<file path="src/rtl/mem_arbiter.sv">
// Two-requester data-memory arbiter: fixed A-over-B priority with a starvation
// counter that forces a B grant after STARVE_LIMIT consecutive losses.
module mem_arbiter #(
  parameter int unsigned STARVE_LIMIT = 4
) (
  input  logic        clk,
  input  logic        rst,
  input  logic        a_req,
  input  logic        a_we,
  input  logic [63:0] a_addr,
  input  logic [63:0] a_wdata,
  output logic        a_ack,
  output logic        a_rvalid,
  output logic [63:0] a_rdata,
  input  logic        b_req,
  input  logic        b_we,
  input  logic [63:0] b_addr,
  input  logic [63:0] b_wdata,
  output logic        b_ack,
  output logic        b_rvalid,
  output logic [63:0] b_rdata,
  output logic [63:0] mem_address,
  output logic [63:0] mem_write_data,
  output logic        mem_write,
  output logic        mem_read,
  input  logic [63:0] mem_read_data
);

  localparam int unsigned CW = 4;

  typedef enum logic {IDLE = 1'b0, ISSUE = 1'b1} state_t;

  state_t          state;
  logic [CW-1:0]   b_wait;
  logic            b_starved_c;
  logic            grant_b_c;

  // B wins when A is silent or B has lost STARVE_LIMIT arbitrations in a row
  assign b_starved_c = (b_wait == CW'(STARVE_LIMIT));
  assign grant_b_c   = b_req && (b_starved_c || !a_req);

  // Read data comes straight from the registered memory output
  assign a_rdata = mem_read_data;
  assign b_rdata = mem_read_data;

  always_ff @(posedge clk) begin
    if (rst) begin
      state          <= IDLE;
      b_wait         <= '0;
      mem_address    <= '0;
      mem_write_data <= '0;
      mem_write      <= 1'b0;
      mem_read       <= 1'b0;
      a_ack          <= 1'b0;
      b_ack          <= 1'b0;
      a_rvalid       <= 1'b0;
      b_rvalid       <= 1'b0;
    end else begin
      a_ack     <= 1'b0;
      b_ack     <= 1'b0;
      a_rvalid  <= 1'b0;
      b_rvalid  <= 1'b0;
      mem_write <= 1'b0;
      mem_read  <= 1'b0;
      case (state)
        IDLE: begin
          if (a_req || b_req) begin
            state <= ISSUE;
            if (grant_b_c) begin
              b_ack          <= 1'b1;
              mem_address    <= b_addr;
              mem_write_data <= b_wdata;
              mem_write      <= b_we;
              mem_read       <= !b_we;
              b_wait         <= '0;
            end else begin
              a_ack          <= 1'b1;
              mem_address    <= a_addr;
              mem_write_data <= a_wdata;
              mem_write      <= a_we;
              mem_read       <= !a_we;
              if (b_req && !b_starved_c) begin
                b_wait <= b_wait + CW'(1);
              end
            end
          end
        end
        ISSUE: begin
          // The ack registers still identify the owner of the access in flight
          state    <= IDLE;
          a_rvalid <= a_ack && mem_read;
          b_rvalid <= b_ack && mem_read;
        end
        default: state <= IDLE;
      endcase
    end
  end

endmodule

</file>
<file path="config.mk">
export PLATFORM = sky130hd
export DESIGN_NAME = mem_arbiter
export DESIGN_NICKNAME = d
export VERILOG_FILES = /design/src/rtl/mem_arbiter.sv
export SDC_FILE = /design/constraint.sdc
export NUM_CORES = 1
export LEC_CHECK = 0
export BUFFER_PORTS_ARGS = -buffer_cell sky130_fd_sc_hd__buf_2
export CAP_MARGIN = 40
export CORE_AREA = 2 2 229 231
export DETAILED_ROUTE_END_ITERATION = 12
export DIE_AREA = 0 0 231 233
export GPL_ROUTABILITY_DRIVEN = 0
export PLACE_DENSITY_LB_ADDON = 0.3
export SLEW_MARGIN = 25
export SYNTH_ARGS = -nofsm -noshare
export SYNTH_HDL_FRONTEND = slang
export SYNTH_SLANG_ARGS = --single-unit
</file>
<file path="constraint.sdc">
create_clock -name clk -period 4 [get_ports clk]
set_clock_uncertainty 0.05 [all_clocks]
set_input_delay 0.8 -clock clk [delete_from_list [all_inputs] [get_ports clk]]
set_output_delay 0.8 -clock clk [all_outputs]
set_load 0.02 [all_outputs]
</file>
==> impl_results.md <==
- Sequential share of power: 0.402
- R2R Path End: mem_write_data[8]
- Hold path startpoint: b_wait[1]
- Worst IR Drop VDD: 0.258 mV
- Hold crit path type: reg -> reg
- Reg2reg setup slack: 1.71 ns
- Standard-cell rows: 83
- I/O Pins: 588
- RSZ-0062 raised after global routing: false
- WS Path Type: reg -> reg
- Max Cap Viol: 0
- R2r worst-path depth: 6
- Hold depth: 2
- Total Power: 3.85 mW
- Post CTS Setup Buffer Count: 0
- Number of standard cells after synthesis: 918
- Gr ovfl total: 0
- Fraction of registers with async set/reset: 0
- CTS root buffer: clkbuf_16
- Die Wd: 231 um
- Status: finished clean
- FMAX: 437 MHz
- Buffers on Ports: 395
- Initial antenna violation count: 1
- Post-synth cell types: 26
- First-pass iteration count of the detailed router: 4
- Combinational Power Share: 0.191
- Detailed router's first-iteration violation count: 509
- Seq cells post-synth: 139
- # H-tree levels: 4
- Net count of the finished layout: 1444
- Slew HR: 0.437
- Final setup vio count: 0
- Hold slack final: 0.449 ns
- CP Capture Type: flip-flop
- Layout cell share with drive strength beyond 1: 0.391
- CTS buffer count: 17
- Worst Slack Setup Final: 1.71 ns
- HPWL after DPL: 20900 um
- Sw Share: 0.314
- Slowest-stage cell, CP: and2_4
- Max FO, Critical Path: 66
- N_diodes: 0
- Aggregate global-route resource usage: 0.113
- Crit path time final: 2.29 ns
- CP arrival: 2.55 ns
- Largest net degree at the start of global routing: 131
- Slew @ Worst Pin: 0.844 ns
- Synthesized cell area: 0.00774 mm^2
- EDFF count, synth: 0
- CTS clk-pin slew, worst paths: 0.07 ns
- Seq/Total Area, Yosys: 0.359
- Most common flop cell mapped by yosys: dfxtp_1
- Clk Latency, worst-skew pair: 0.48 ns
- Post-cts sizing count: 0
- Detail Route Antenna Nets: 0
- PD cells: 387 mW/mm^2
- TNS Setup: 0 ns
- First-pass GRT wire length: 46300 um
- WL per Instance: 17.2 um
- Number of global-route vias before repair: 7625
- Crit start category: flip-flop
- Clk pwr share: 0.407
- Slowest stage delay, CP: 0.65 ns
- Synth top cells by count: 139 x dfxtp_1, 131 x inv_1, 131 x nand3b_1
- Synthesized area per cell: 8.43 um^2
- Synth Net Count: 1246
- P_leak: 4.41 nW
- Core Util, Final: 0.195
- Fin crit share: 0.572
- Clock sinks: 139
- Initial Utilization: 0.152
- Yosys top cell area share: 0.359
- R2r startpoint: b_wait[0]
- CTS max path bufs: 2
- DRC viols: 0
- Hold buffers post-CTS: 0
- Final WL: 31200 um
- Crit-path cells: inv_1, ha_1, nand4b_1, and2_4, buf_12, o311ai_0
- Critical Path RT: 4.26 ns
- Switch Pwr: 1.21 mW
- Die area: 0.0538 mm^2
- Yosys Warn Count: 0
- Leading area contributor after synthesis: dfxtp_1
- Hold EP: b_wait[1]
- Core Region: 0.0511 mm^2
- Via density: 4.35
- Syn-to-layout area delta: 28.8%
- Vias: 7871
- Top post-synthesis cells by area: dfxtp_1 36%, o311ai_0 13%, nand3b_1 13%, buf_4 12%, nand4_1 11%
- Count leader, synth: dfxtp_1
- Internal Power: 2.64 mW
- DP Worst Slack: 1.19 ns
- Final hold vios: 0
- CTS tree: built
- Die height: 233 um
- Max-slew violation count: 0
flip-flops by register name, summed over array words and instances (netlist names):
name,flops
mem_address,64
b_wait,4
state,1
a_ack,1
mem_write,1
a_rvalid,1
b_ack,1
mem_read,1
mem_write_data,64
b_rvalid,1
critical path: cells and delay by family (launching register included):
kind	cells	cell delay (ns)
AO/OA/AOI/OAI	1	0.16
buffers and inverters	2	0.40
flip-flops	1	0.38
AND/OR/NAND/NOR	2	0.82
adder cells (fa/ha/maj)	1	0.21
metal layers:
| layer | vias up | part of all wire | wire length [um] | GRT usage |
|---|---|---|---|---|
| met4 | 2 | 0.038 | 1200 | 0.0685 |
| li1 | 3639 | - | - | - |
| met1 | 3777 | 0.42 | 13100 | 0.138 |
| met3 | 75 | 0.083 | 2580 | 0.0374 |
| met2 | 378 | 0.46 | 14200 | 0.170 |
| met5 | - | 0.00099 | 31 | 0.00460 |
cell usage in the layout, fill, tap and decap left out, types with 5 or more instances in the layout:
master,Yosys,routed
buf_2,3,393
buf_4,128,10
clkbuf_16,0,17
clkinv_2,0,5
dfxtp_1,139,139
inv_1,131,131
nand3b_1,131,131
nand4_1,130,130
o311ai_0,118,118
o311ai_1,11,11
power groups by stage:
stage          combinational, mW  sequential, mW  clock [mW]
2_1_floorplan              0.442            1.70           0
3_3_place_gp               0.736            1.58           0
3_5_place_dp               0.741            1.58           0
4_1_cts                    0.743            1.55        1.65
5_1_grt                    0.797            1.56        1.69
6_report                   0.737            1.55        1.57
how the worst max path moves through the flow:
stage / start / end / slack (ns) / depth (start not counted)
after global placement: rst / mem_write_data[46] / 0.99 / 5
after global routing: b_wait[0] / mem_write_data[46] / 1.54 / 6
final: b_wait[0] / mem_write_data[8] / 1.71 / 6
after floorplan: a_req / mem_write_data[31] / 1.91 / 5
after detailed placement: rst / mem_write_data[18] / 1.19 / 5
after CTS: b_wait[0] / mem_address[56] / 1.67 / 6
cell type report:
type                       count  area (um^2)
multi-input combinational    420         3160
clock inverter                11         95.1
tap                          680          851
clock buffer                  21          460
timing repair buffer         407         2130
sequential                   139         2780
inverter                     131          492
fill                        5827        41100
cell families after synthesis:
group                    after synthesis  synth area share
buffers and inverters                359             0.237
AND/OR/NAND/NOR                      281             0.248
flip-flops                           139             0.359
AO/OA/AOI/OAI                        137             0.152
adder cells (fa/ha/maj)                2           0.00323
per-stage QoR:
stage | std cells | area (um^2)
6_report | 1809 | 9970
2_1_floorplan | 918 | 7740
4_1_cts | 1809 | 9970
3_3_place_gp | 1776 | 9390
3_5_place_dp | 1777 | 9410
5_1_grt | 1809 | 9970
(Power assumes the default switching activity.)
